**config.mk**
```make
export PLATFORM = sky130hd
export DESIGN_NAME = camellia_arbiter_flat
export DESIGN_NICKNAME = d
export VERILOG_FILES = /design/src/rtl/camellia_arbiter_if.sv /design/src/rtl/camellia_arbiter.sv /design/src/flat_wrapper.sv
export SDC_FILE = /design/constraint.sdc
export NUM_CORES = 1
export LEC_CHECK = 0
export ABC_CLOCK_PERIOD_IN_PS = 4460
export BUFFER_PORTS_ARGS = -buffer_cell sky130_fd_sc_hd__buf_2
export CELL_PAD_IN_SITES_DETAIL_PLACEMENT = 0
export CELL_PAD_IN_SITES_GLOBAL_PLACEMENT = 1
export CORE_AREA = 8 8 398 400
export DETAILED_ROUTE_END_ITERATION = 6
export DIE_AREA = 0 0 406 408
export GPL_TIMING_DRIVEN = 0
export PLACE_DENSITY = 0.55
export SYNTH_ARGS = -nofsm -noshare
export SYNTH_HDL_FRONTEND = slang
export SYNTH_SLANG_ARGS = --single-unit
```
**constraint.sdc**
```tcl
create_clock -name clk -period 4.46 [get_ports clk]
set_clock_uncertainty 0.15 [all_clocks]
set_input_delay 0 -clock clk [delete_from_list [all_inputs] [get_ports clk]]
set_output_delay 0 -clock clk [all_outputs]
set_load 0.01 [all_outputs]
```
**src/rtl/camellia_arbiter_if.sv**
```systemverilog
// Signal bundle between the two requesters, the arbiter and the shared Camellia core.
// The arbiter takes the slave view; the requesters and the core together take the master view.
interface camellia_arbiter_if;
    logic         ch0_req;
    logic         ch1_req;
    logic         ch0_en_de;
    logic         ch1_en_de;
    logic [127:0] ch0_key;
    logic [127:0] ch1_key;
    logic [127:0] ch0_din;
    logic [127:0] ch1_din;
    logic         ch0_ack;
    logic         ch1_ack;
    logic         ch0_err;
    logic         ch1_err;
    logic [127:0] dout;
    logic         core_key_rdy;
    logic         core_data_rdy;
    logic         core_en_de;
    logic [127:0] core_key_in;
    logic [127:0] core_data_in;
    logic [127:0] core_data_out;
    logic         core_busy;
    logic         core_data_valid;

    modport slave (
        input  ch0_req, ch1_req, ch0_en_de, ch1_en_de, ch0_key, ch1_key, ch0_din, ch1_din,
        input  core_data_out, core_busy, core_data_valid,
        output ch0_ack, ch1_ack, ch0_err, ch1_err, dout,
        output core_key_rdy, core_data_rdy, core_en_de, core_key_in, core_data_in
    );

    modport master (
        output ch0_req, ch1_req, ch0_en_de, ch1_en_de, ch0_key, ch1_key, ch0_din, ch1_din,
        output core_data_out, core_busy, core_data_valid,
        input  ch0_ack, ch1_ack, ch0_err, ch1_err, dout,
        input  core_key_rdy, core_data_rdy, core_en_de, core_key_in, core_data_in
    );
endinterface

```
**src/rtl/camellia_arbiter.sv**
```systemverilog
// Round-robin sequencer sharing one Camellia core between two requesters, with a
// single-entry key cache that skips the key schedule when the granted key is already loaded.
module camellia_arbiter #(
    parameter int unsigned TIMEOUT = 64,
    parameter int unsigned CW      = 7
) (
    input logic               clk,
    input logic               rst,
    camellia_arbiter_if.slave bus
);

    typedef enum logic [2:0] {
        StIdle,
        StKeyGo,
        StKeyWait,
        StDataGo,
        StDataWait,
        StDone
    } state_e;

    state_e         state_q, state_d;
    logic [127:0]   job_key_q, job_key_d;
    logic [127:0]   job_din_q, job_din_d;
    logic           job_mode_q, job_mode_d;
    logic           owner_q, owner_d;
    logic           last_grant_q, last_grant_d;
    logic [127:0]   cached_key_q, cached_key_d;
    logic           key_valid_q, key_valid_d;
    logic [CW-1:0]  wdog_q, wdog_d;
    logic [127:0]   dout_q, dout_d;
    logic           ack0_q, ack0_d, ack1_q, ack1_d;
    logic           err0_q, err0_d, err1_q, err1_d;
    logic           key_rdy_q, key_rdy_d;
    logic           data_rdy_q, data_rdy_d;

    logic           grant;
    logic [CW-1:0]  wdog_inc;
    logic           timeout;

    // On a tie the channel that did not win last time is served.
    assign grant    = (bus.ch0_req && bus.ch1_req) ? ~last_grant_q : bus.ch1_req;
    assign wdog_inc = wdog_q + CW'(1);
    assign timeout  = (wdog_inc == CW'(TIMEOUT));

    always_comb begin
        state_d      = state_q;
        job_key_d    = job_key_q;
        job_din_d    = job_din_q;
        job_mode_d   = job_mode_q;
        owner_d      = owner_q;
        last_grant_d = last_grant_q;
        cached_key_d = cached_key_q;
        key_valid_d  = key_valid_q;
        wdog_d       = wdog_q;
        dout_d       = dout_q;
        ack0_d       = 1'b0;
        ack1_d       = 1'b0;
        err0_d       = 1'b0;
        err1_d       = 1'b0;
        key_rdy_d    = 1'b0;
        data_rdy_d   = 1'b0;

        unique case (state_q)
            StIdle: begin
                if (bus.ch0_req || bus.ch1_req) begin
                    owner_d      = grant;
                    last_grant_d = grant;
                    job_key_d    = grant ? bus.ch1_key : bus.ch0_key;
                    job_din_d    = grant ? bus.ch1_din : bus.ch0_din;
                    job_mode_d   = grant ? bus.ch1_en_de : bus.ch0_en_de;
                    if (key_valid_q && (job_key_d == cached_key_q)) begin
                        state_d    = StDataGo;
                        data_rdy_d = 1'b1;
                    end else begin
                        state_d   = StKeyGo;
                        key_rdy_d = 1'b1;
                    end
                end
            end
            StKeyGo: begin
                key_valid_d = 1'b0;
                wdog_d      = '0;
                state_d     = StKeyWait;
            end
            StKeyWait: begin
                wdog_d = wdog_inc;
                if (!bus.core_busy) begin
                    cached_key_d = job_key_q;
                    key_valid_d  = 1'b1;
                    state_d      = StDataGo;
                    data_rdy_d   = 1'b1;
                end else if (timeout) begin
                    err0_d      = ~owner_q;
                    err1_d      = owner_q;
                    key_valid_d = 1'b0;
                    state_d     = StIdle;
                end
            end
            StDataGo: begin
                wdog_d  = '0;
                state_d = StDataWait;
            end
            StDataWait: begin
                wdog_d = wdog_inc;
                if (bus.core_data_valid) begin
                    dout_d  = bus.core_data_out;
                    state_d = StDone;
                end else if (timeout) begin
                    // The core may be wedged mid-schedule, so the cached key is no longer trusted.
                    err0_d      = ~owner_q;
                    err1_d      = owner_q;
                    key_valid_d = 1'b0;
                    state_d     = StIdle;
                end
            end
            StDone: begin
                ack0_d  = ~owner_q;
                ack1_d  = owner_q;
                state_d = StIdle;
            end
            default: state_d = StIdle;
        endcase
    end

    always_ff @(posedge clk) begin
        if (rst) begin
            state_q      <= StIdle;
            job_key_q    <= '0;
            job_din_q    <= '0;
            job_mode_q   <= 1'b0;
            owner_q      <= 1'b0;
            last_grant_q <= 1'b1;
            cached_key_q <= '0;
            key_valid_q  <= 1'b0;
            wdog_q       <= '0;
            dout_q       <= '0;
            ack0_q       <= 1'b0;
            ack1_q       <= 1'b0;
            err0_q       <= 1'b0;
            err1_q       <= 1'b0;
            key_rdy_q    <= 1'b0;
            data_rdy_q   <= 1'b0;
        end else begin
            state_q      <= state_d;
            job_key_q    <= job_key_d;
            job_din_q    <= job_din_d;
            job_mode_q   <= job_mode_d;
            owner_q      <= owner_d;
            last_grant_q <= last_grant_d;
            cached_key_q <= cached_key_d;
            key_valid_q  <= key_valid_d;
            wdog_q       <= wdog_d;
            dout_q       <= dout_d;
            ack0_q       <= ack0_d;
            ack1_q       <= ack1_d;
            err0_q       <= err0_d;
            err1_q       <= err1_d;
            key_rdy_q    <= key_rdy_d;
            data_rdy_q   <= data_rdy_d;
        end
    end

    assign bus.ch0_ack       = ack0_q;
    assign bus.ch1_ack       = ack1_q;
    assign bus.ch0_err       = err0_q;
    assign bus.ch1_err       = err1_q;
    assign bus.dout          = dout_q;
    assign bus.core_key_rdy  = key_rdy_q;
    assign bus.core_data_rdy = data_rdy_q;
    assign bus.core_en_de    = job_mode_q;
    assign bus.core_key_in   = job_key_q;
    assign bus.core_data_in  = job_din_q;

endmodule

```
**src/flat_wrapper.sv**
```systemverilog
// flat-port wrapper written by rule: the top's interface ports become plain ports
module camellia_arbiter_flat 
#(
    parameter int unsigned TIMEOUT = 64,
    parameter int unsigned CW      = 7
)
  (clk, rst, bus_ch0_req, bus_ch1_req, bus_ch0_en_de, bus_ch1_en_de, bus_ch0_key, bus_ch1_key, bus_ch0_din, bus_ch1_din, bus_core_data_out, bus_core_busy, bus_core_data_valid, bus_ch0_ack, bus_ch1_ack, bus_ch0_err, bus_ch1_err, bus_dout, bus_core_key_rdy, bus_core_data_rdy, bus_core_en_de, bus_core_key_in, bus_core_data_in);
  camellia_arbiter_if bus_i ();
  input logic clk;
  input logic rst;
  input wire logic [$bits(bus_i.ch0_req)-1:0] bus_ch0_req;
  input wire logic [$bits(bus_i.ch1_req)-1:0] bus_ch1_req;
  input wire logic [$bits(bus_i.ch0_en_de)-1:0] bus_ch0_en_de;
  input wire logic [$bits(bus_i.ch1_en_de)-1:0] bus_ch1_en_de;
  input wire logic [$bits(bus_i.ch0_key)-1:0] bus_ch0_key;
  input wire logic [$bits(bus_i.ch1_key)-1:0] bus_ch1_key;
  input wire logic [$bits(bus_i.ch0_din)-1:0] bus_ch0_din;
  input wire logic [$bits(bus_i.ch1_din)-1:0] bus_ch1_din;
  input wire logic [$bits(bus_i.core_data_out)-1:0] bus_core_data_out;
  input wire logic [$bits(bus_i.core_busy)-1:0] bus_core_busy;
  input wire logic [$bits(bus_i.core_data_valid)-1:0] bus_core_data_valid;
  output wire logic [$bits(bus_i.ch0_ack)-1:0] bus_ch0_ack;
  output wire logic [$bits(bus_i.ch1_ack)-1:0] bus_ch1_ack;
  output wire logic [$bits(bus_i.ch0_err)-1:0] bus_ch0_err;
  output wire logic [$bits(bus_i.ch1_err)-1:0] bus_ch1_err;
  output wire logic [$bits(bus_i.dout)-1:0] bus_dout;
  output wire logic [$bits(bus_i.core_key_rdy)-1:0] bus_core_key_rdy;
  output wire logic [$bits(bus_i.core_data_rdy)-1:0] bus_core_data_rdy;
  output wire logic [$bits(bus_i.core_en_de)-1:0] bus_core_en_de;
  output wire logic [$bits(bus_i.core_key_in)-1:0] bus_core_key_in;
  output wire logic [$bits(bus_i.core_data_in)-1:0] bus_core_data_in;
  assign bus_i.ch0_req = bus_ch0_req;
  assign bus_i.ch1_req = bus_ch1_req;
  assign bus_i.ch0_en_de = bus_ch0_en_de;
  assign bus_i.ch1_en_de = bus_ch1_en_de;
  assign bus_i.ch0_key = bus_ch0_key;
  assign bus_i.ch1_key = bus_ch1_key;
  assign bus_i.ch0_din = bus_ch0_din;
  assign bus_i.ch1_din = bus_ch1_din;
  assign bus_i.core_data_out = bus_core_data_out;
  assign bus_i.core_busy = bus_core_busy;
  assign bus_i.core_data_valid = bus_core_data_valid;
  assign bus_ch0_ack = bus_i.ch0_ack;
  assign bus_ch1_ack = bus_i.ch1_ack;
  assign bus_ch0_err = bus_i.ch0_err;
  assign bus_ch1_err = bus_i.ch1_err;
  assign bus_dout = bus_i.dout;
  assign bus_core_key_rdy = bus_i.core_key_rdy;
  assign bus_core_data_rdy = bus_i.core_data_rdy;
  assign bus_core_en_de = bus_i.core_en_de;
  assign bus_core_key_in = bus_i.core_key_in;
  assign bus_core_data_in = bus_i.core_data_in;
  camellia_arbiter #(.TIMEOUT(TIMEOUT), .CW(CW)) u_core (.clk(clk), .rst(rst), .bus(bus_i));
endmodule
```
* Word level (Yosys, flattened, before mapping)
Cells that the tools add are included.
** Word-level totals
- Flip-flop bits (word level) :: 532
- Latch bits :: 0
- Memory bits (writable) :: 0
- Bits in read-only memories :: 0
- Input bits :: 648
- Output and inout bits :: 391
- Memories kept :: 0
** Cells by class
- Add/subtract/negate cells :: 1
- Multipliers :: 0
- Divide/modulo/power cells :: 0
- Magnitude comparators :: 0
- Equality and inequality tests :: 9
- Shift operators :: 0
- Muxes and demuxes :: 28
- Bitwise operators :: 6
- Reductions and logical operators :: 14
** Operator list (count)
- 128-bit two-way mux :: 2
- 128-bit == test :: 1
- 1-bit two-way mux :: 15
- 3-bit one-hot mux with 5 select lines :: 1
- 7-bit one-hot mux with 2 select lines :: 1
- 3-bit two-way mux :: 4
- 2-bit AND reduction :: 4
- 7-bit by 1-bit adder with 7-bit output, second input constant :: 1
- 7-bit == test, second input constant :: 1
- 3-bit by 2-bit == test with 1-bit output, second input constant :: 2
- 3-bit == test, second input constant :: 2
- 1-bit inverter :: 6
- 1-bit one-hot mux with 2 select lines :: 3
- 2-bit OR reduction :: 3
- 3-bit by 1-bit == test with 1-bit output, second input constant :: 1
- 3-bit zero test :: 1
- 1-bit one-hot mux with 3 select lines :: 1
- 3-bit nonzero test :: 1
- 3-bit OR reduction :: 1
- 1-bit logical AND :: 2
- 2-bit two-way mux :: 1
- 2-bit by 1-bit != test with 1-bit output, second input constant :: 1
- 2-bit != test, second input constant :: 1
- 2-bit nonzero test :: 1
- 1-bit logical OR :: 1

* Logic depth before layout (Yosys ltp)
Gate-level depths: netlist of run 1.
- Depth after elaboration :: 8
- Depth in mapped cells :: 14
- Gate-level depth less buffers :: 9

* Worst setup path after synthesis of run 1
OpenSTA, ideal clock, no wires.
- Kind :: register to register
- From :: register u_core.last_grant_q
- To :: register u_core.state_q[1]
- Library setup time :: 69 ps
- Arrival time :: 3140 ps
- Slack :: 1101 ps
- Stages on the path, launching flop included :: 10
- Buffers on the path :: 1
- Clock period less this slack :: 3359 ps
- Cells stage by stage :: dfxtp_1 > a21boi_2 > buf_6 > mux2i_1 > a221o_1 > or4_1 > or4_1 > or4_1 > or4_1 > o21ai_1
** Between the ends
- Longest elaborated chain between the ends :: 8
** Ends and longest elaborated chain
- from (decl) :: RTL line camellia_arbiter.sv:26 : logic last_grant_q, last_grant_d;
- from (signal assigned) :: RTL line camellia_arbiter.sv:149 : last_grant_q <= last_grant_d;
- 1-bit inverter :: RTL line camellia_arbiter.sv:41 : assign grant = (bus.ch0_req && bus.ch1_req) ? ~last_grant_q : bus.ch1_req;
- 1-bit two-way mux :: RTL line camellia_arbiter.sv:41
- 128-bit two-way mux :: RTL line camellia_arbiter.sv:68 : job_key_d = grant ? bus.ch1_key : bus.ch0_key;
- 128-bit == test :: RTL line camellia_arbiter.sv:71 : if (key_valid_q && (job_key_d == cached_key_q)) begin
- 1-bit logical AND :: RTL line camellia_arbiter.sv:71
- 2-bit two-way mux :: RTL line camellia_arbiter.sv:71
- 3-bit two-way mux :: RTL line camellia_arbiter.sv:65 : if (bus.ch0_req || bus.ch1_req) begin
- 3-bit one-hot mux with 5 select lines :: RTL line camellia_arbiter.sv:63 : unique case (state_q)
- to (signal assigned) :: RTL line camellia_arbiter.sv:127 : state_q <= StIdle;
- to (signal assigned) :: RTL line camellia_arbiter.sv:144 : state_q <= state_d;
- to (decl) :: RTL line camellia_arbiter.sv:21 : state_e state_q, state_d;
Every way passes these cells. The select of a mux whose other input is x is not followed.
A chain may end at the register's enable or synchronous reset.

* Worst setup path after layout of run 1
- From :: register u_core.last_grant_q
- To :: register u_core.key_rdy_q (netlist: u_core.bus.core_key_rdy)
** Between the ends
- Longest elaborated chain between the ends :: 6
** Ends and longest elaborated chain
- 1-bit inverter :: RTL line camellia_arbiter.sv:41
- 1-bit two-way mux :: RTL line camellia_arbiter.sv:41
- 128-bit two-way mux :: RTL line camellia_arbiter.sv:68
- 128-bit == test :: RTL line camellia_arbiter.sv:71
- 1-bit logical AND :: RTL line camellia_arbiter.sv:71
- 1-bit two-way mux :: RTL line camellia_arbiter.sv:71
- to (signal assigned) :: RTL line camellia_arbiter.sv:158 : key_rdy_q <= key_rdy_d;
- to (decl) :: RTL line camellia_arbiter.sv:33 : logic key_rdy_q, key_rdy_d;
Every way passes these cells.

==> results of run 1 <==
==> flip-flops by register name, indices dropped and copies added (netlist names) <==
name and cells:
u_core.bus.core_data_in 128, u_core.bus.core_key_in 128, u_core.bus.dout 128, u_core.cached_key_q 128, u_core.wdog_q 7, u_core.state_q 3, u_core.bus.ch0_ack 1, u_core.bus.ch0_err 1
u_core.bus.ch1_ack 1, u_core.bus.ch1_err 1, u_core.bus.core_data_rdy 1, u_core.bus.core_en_de 1, u_core.bus.core_key_rdy 1, u_core.key_valid_q 1, u_core.last_grant_q 1, u_core.owner_q 1
==> worst max-delay path: stages (launching register included) <==
cell and delay [ns]:
dfxtp_1 0.34, a21boi_2 0.14, buf_6 0.26, buf_12 0.25, buf_6 0.29, buf_8 0.27, buf_6 0.29, mux2i_1 0.47
o22ai_1 0.23, a211oi_2 0.34, nand4_1 0.26, nor4_4 0.42, nand4_1 0.14, buf_4 0.19, o21ba_2 0.20
==> report_power, final <==
part / leakage [uW] / internal [uW] / switching [uW] / total, uW
registers: 0.00435 / 5270 / 453 / 5730
logic: 0.0129 / 1880 / 3070 / 4950
clock network: 0.00123 / 3690 / 2590 / 6280
total: 0.0185 / 10800 / 6110 / 16900
==> worst min-delay path by stage <==
stage / to / slack (ns) / cells past startpoint
2_1_floorplan: u_core.bus.dout[0] / -0.01 / 2
5_1_grt: u_core.bus.core_data_in[8] / 0.06 / 4
3_3_place_gp: u_core.bus.dout[18] / 0.09 / 3
4_1_cts: u_core.bus.core_data_in[109] / 0.002 / 4
3_5_place_dp: u_core.bus.dout[48] / 0.1 / 3
6_report: u_core.bus.core_key_in[98] / 0.08 / 4
==> cell type report <==
cell class / count / share of cell area
Antenna cell: 18 / 0.00101
Buffer: 235 / 0.0232
Timing Repair Buffer: 2116 / 0.360
Clock buffer: 102 / 0.0476
Inverter: 54 / 0.00456
Tap cell: 2044 / 0.0575
Sequential cell: 532 / 0.240
Clock inverter: 31 / 0.00839
Multi-Input combinational cell: 2116 / 0.259
==> per-stage QoR <==
step | utilization | power, uW | cells
final | 0.291 | 16900 | 7248
after global routing | 0.291 | 17600 | 7236
after CTS | 0.291 | 17100 | 7230
after detailed placement | 0.202 | 9930 | 6019
after global placement | 0.202 | 9920 | 6019
after floorplan | - | 7360 | 2938
==> synthesized netlist by cell type (all sizes together) (4+ instances only) <==
cell type  instances  area, sq um
nand4              9         56.3
a221oi            10         87.6
a311oi           170         1490
nand2b            18          113
nand3             11         55.1
nand2            867         3250
o2111ai            8         70.1
buf               19          101
a22oi              9         67.6
or4                5         37.5
nor2b             19          119
nor2             299         1120
nor4               7         43.8
a222oi             6         60.1
clkbuf           217          815
a211oi            99          743
o21ai             15         75.1
xor2              34          298
dfxtp            532        10700
a2111oi            9         78.8
o2bb2ai           14          123
inv               54          203
a22o               5         43.8
nor3              12         60.1
a31oi              5         31.3
nor4b              5         43.8
xnor2             24          210
o21a               4         30.0
o22ai             21          131
o221ai            10         87.6
mux2i             98          981
a21oi            280         1400
a221o              4         40.0
==> logic make-up (layout without fill, tap and decap cells) <==
family	count (synthesis)	after routing
mux	99	99
simple gates	1266	1266
xor+xnor	58	58
compound gates	692	692
buf+inv	290	2538
other cells	0	18
fa+ha+maj	1	1
flops	532	532
==> layer usage <==
| layer | share of wire | wire (um) | vias up |
|---|---|---|---|
| met1 | 0.41 | 83000 | 15720 |
| met2 | 0.47 | 94500 | 1487 |
| met4 | 0.040 | 8050 | 12 |
| met3 | 0.075 | 15100 | 285 |
| met5 | 0.00038 | 76 | - |
| li1 | - | - | 14617 |
==> what timing repair did <==
action                                   CTS  global route
endpoints found under the setup margin   200            16
endpoints found under the hold margin    394             0
pin swaps                                  2             0
resized for setup                         84            10
setup buffers                              1             0
hold buffers                            1078             0
==> results.cfg, run 1 <==
[clock_network]
clk_latency_ns = 0.69
clock_sinks = 532
htree_num_levels = 3
clk_pin_slew_worst_paths_ns = 0.06
cts_made_buffers = 74
clockBufferDepth = 3
cts_tree = done
ctsRootBufferMaster = clkbuf_16

[floorplan]
core_area_sq_mm = 0.153
fp.dieH_um = 408
fp.dieW_um = 406
ioPinCount = 1039
dieArea_sq_mm = 0.166
rows = 144
start_util = 0.151

[place]
placement.io_buffers = 1037
placed_area_sq_mm = 0.0308
place_ws_ns = -2.49
dpl.hpwl_um = 160000
place_congestion = 0.958

[timing]
finalHoldViolCount = 0
setup_viol = 0
rsz0062_at_grt = false
drv_slew = 0
timing.fmax_ghz = 0.224
layout_setup_ws_ns = 0.00118
finalSetupTns_ns = 0
min_period_ns = 4.46
worst_slew_pin_slew_ns = 1.43
period_share = 1.00
fin_hold_ws_ns = 0.0808
relSlewSlack = 0.0460

[cells_and_area]
final_cell_mix = dlygate4sd3_1 (1,078), buf_2 (1,039), nand2_1 (867)
final_common_cell = dlygate4sd3_1
area_growth_pct = 92.9
final_area_sq_mm = 0.0445
drive_gt1_frac = 0.237
num-fill-cells = 16556
register_area_sq_mm = 0.0107
nets = 5778
multiInputGateArea_sq_mm = 0.0115

[yosys]
synth_area_per_cell_sq_um = 7.85
ys_seq_area_frac = 0.462
syn_area_sq_mm = 0.0231
synth_edf_count = 0
synthSimpleGateAreaFrac = 0.217
ys_seq_elements = 532
synth_top_family_by_area = simple AND/OR/NAND/NOR gates
synthAdderAreaFrac = 0.000543
synth_cells = 2938
synth_compound_gate_area_share = 0.207
ys_warn_count = 0
synth_ff_type = dfxtp_1
synth_xor_area_frac = 0.0220
synthMuxAreaShare = 0.0430
async_flop_share = 0
yosys.cell_types.count = 62
synth_nets = 3587

[worst_setup_path]
path_max_fanout = 10
crit_path_end_kind = flop
crit_start = u_core.last_grant_q
r2r_slack_ns = 0.001
r2r-start = u_core.last_grant_q
crit_path_end = u_core.bus.core_key_rdy
cp.arrival_ns = 4.86
critPathRequiredTime_ns = 4.86
crit_path_start_kind = flop
timing.rr.end = u_core.bus.core_key_rdy
critPathKind = reg -> reg
r2r_cells = 14

[global_routing]
grt_overflow = 0
busiest_layer = met2
grt_usage = 0.231
antenna_found_initial = 37
grt_start_max_net_pins = 12
grtUsageMet3 = 0.0479
grt_pass1_wl_um = 270000
grt_util_met2 = 0.389
grtUsageMet1 = 0.291
grt_pass1_vias = 32630

[routing]
wire_per_inst_um = 27.7
vias_per_cell = 4.43
drt_pre_antenna_iters = 5
vias = 32121
remaining_drc_errors = 0
drtAntennaViolNets = 0
drt-initial-drc-count = 2809
wirelength_um = 201000

[run]
drv_cap = 0

[power]
p_leak_uw = 0.0185
ir_drop_uv = 218
power.density_mw_per_mm2 = 381

[outcome]
outcome = completed

[hold_path]
min_path_type = in -> reg
hp-start = bus_ch0_key[98]
Note: power is estimated with default switching activity, not from simulation.
==> run 2, diff against run 1 <==
- RECOVER_POWER: not set -> 25
- TNS_END_PERCENT: not set -> 5
==> run 2 against run 1 <==
  * Register-to-register slack improved by 0.03 ns
  * Power decreased by 0.42%
  * Die area unchanged
  * Largest cell class unchanged
  * Largest power group unchanged
==> results.cfg, run 2 (same netlist as run 1, synthesis figures left out) <==
[worst_setup_path]
cp.buffers_inverters = 1
crit_path_start_kind = flop
slowest_stage = mux2i_1
cp_common_cell = or4_1
critPathKind = reg -> reg
path_max_fanout = 10
crit_path_end_kind = flop
crit_chain = a21boi_2 > buf_6 > mux2i_1 > o221ai_1 > or4_1 > or4_1 > or4_4 > or4_1 > o21ai_1
critPathRequiredTime_ns = 4.91
cp_top_family = simple AND/OR/NAND/NOR gates
cpPeakStageDelay_ns = 0.72
cp.arrival_ns = 4.88

[hold_path]
min_path_type = in -> reg

[clock_network]
clock_sinks = 532
clk_pin_slew_worst_paths_ns = 0.06
cts_made_buffers = 74
ctsRootBufferMaster = clkbuf_16
cts_tree = done
htree_num_levels = 3
clockBufferDepth = 3
clk_latency_ns = 0.68

[cells_and_area]
final_core_util = 0.289
final_common_cell = dlygate4sd3_1
nets = 5773
area_growth_pct = 91.2
num-fill-cells = 16634
final_cell_mix = dlygate4sd3_1 (1,073), nand2_1 (867), buf_2 (810)
drive_gt1_frac = 0.192
stdcell_count = 7239

[timing]
worst_slew_pin_slew_ns = 1.38
relSlewSlack = 0.0814
min_period_ns = 4.43
timing.fmax_ghz = 0.226
drv_slew = 0
finalHoldViolCount = 0
rsz0062_at_grt = true
setup_viol = 0
period_share = 0.993

[routing]
drt-initial-drc-count = 2729
remaining_drc_errors = 0
vias_per_cell = 4.45
vias = 32239
wirelength_um = 201000
drt_pre_antenna_iters = 5
wire_per_inst_um = 27.7
drtAntennaViolNets = 0

[place]
placement.io_buffers = 1037
dpl.hpwl_um = 160000
dp_cells = 6019
place_congestion = 0.958

[power]
p_leak_uw = 0.0175
internal_power_uw = 10800
power.density_mw_per_mm2 = 383
ir_drop_uv = 220
swShare = 0.362
p_sw_uw = 6110
clkPwrFrac = 0.372
power_frac_comb = 0.289
seq_power_share = 0.340

[floorplan]
dieArea_sq_mm = 0.166
rows = 144
start_util = 0.151
core_area_sq_mm = 0.153
ioPinCount = 1039
fp.dieH_um = 408
fp.dieW_um = 406

[global_routing]
grt_start_max_net_pins = 12
grt_pass1_wl_um = 270000
antenna_found_initial = 36
grt_overflow = 0
grt_usage = 0.231
grt_pass1_vias = 32569

[run]
drv_cap = 0

[outcome]
outcome = completed
-- run 2: cell types whose count changed in the layout (fill, tap and decap cells not counted), moves of 2 or more --
cell,delta
clkbuf_1,+231
buf_2,-229
dlygate4sd3_1,-5
diode_2,-4
clkbuf_2,-3
clkbuf_4,+2
-- run 2: power groups by stage --
stage	registers, uW	logic (uW)	clock network, uW
after floorplan	5880	1480	0
after global placement	5800	4120	0
after detailed placement	5810	4120	0
after CTS	5710	4970	6410
after global routing	5790	5170	6580
final	5730	4870	6270
-- run 2: layer usage --
| metal | wire length (um) | up-vias | GRT usage |
|---|---|---|---|
| met5 | 90 | - | 0 |
| met4 | 8110 | 14 | 0.0794 |
| met3 | 15600 | 304 | 0.0493 |
| met2 | 94500 | 1570 | 0.389 |
| met1 | 82300 | 15749 | 0.290 |
| li1 | - | 14602 | - |
-- run 2: worst register-to-register path, delay by kind of cell (launching register included) --
family / cells / cell delay, ns
DFF: 1 / 0.34
muxes: 1 / 0.76
AOI/OAI and AO/OA: 3 / 0.59
and+or+nand+nor: 4 / 2.27
buffers and inverters: 1 / 0.27
-- run 2: final timing paths --
path	startpoint	to	slack (ns)	cells past startpoint
worst max-delay path	u_core.last_grant_q	u_core.state_q[1]	0.03	9
worst min-delay path	bus_ch0_key[98]	u_core.bus.core_key_in[98]	0.07	4
worst max register to register	u_core.last_grant_q	u_core.state_q[1]	0.03	9
worst min register to register	u_core.bus.dout[80]	u_core.bus.dout[80]	0.30	2
-- run 2: layout make-up --
cell class	count	area [sq um]	share of cell area
clock buffers	102	2120	0.0480
repair buffers	2111	15700	0.355
diodes	14	35.0	0.000795
flip-flops and latches	532	10700	0.242
multi-input cells	2116	11500	0.260
clock inverters	31	373	0.00846
plain buffers	235	1030	0.0234
inverters	54	203	0.00460
well taps	2044	2560	0.0580
-- run 2: through the flow --
step                      hold slack, ns  setup TNS (ns)  instance area [sq um]  worst slack (ns)  total power [uW]
after floorplan                  -0.0140               0                  23100              1.10              7360
after global placement            0.0910         -462.31                  30800             -3.13              9920
after detailed placement          0.0963         -337.70                  30800             -2.49              9930
after CTS                        0.00166          -0.388                  44300            -0.156             17100
after global routing              0.0625         -0.0383                  44100           -0.0383             17500
final                             0.0729               0                  44100            0.0324             16900
-- run 2: repair_timing --
action | 4_1_cts | 5_1_grt
resized for setup | 66 | 19
setup buffers | 1 | 0
endpoints found under the setup margin | 200 | 17
endpoints found under the hold margin | 394 | 0
pin swaps | 2 | 1
hold buffers | 1073 | 0
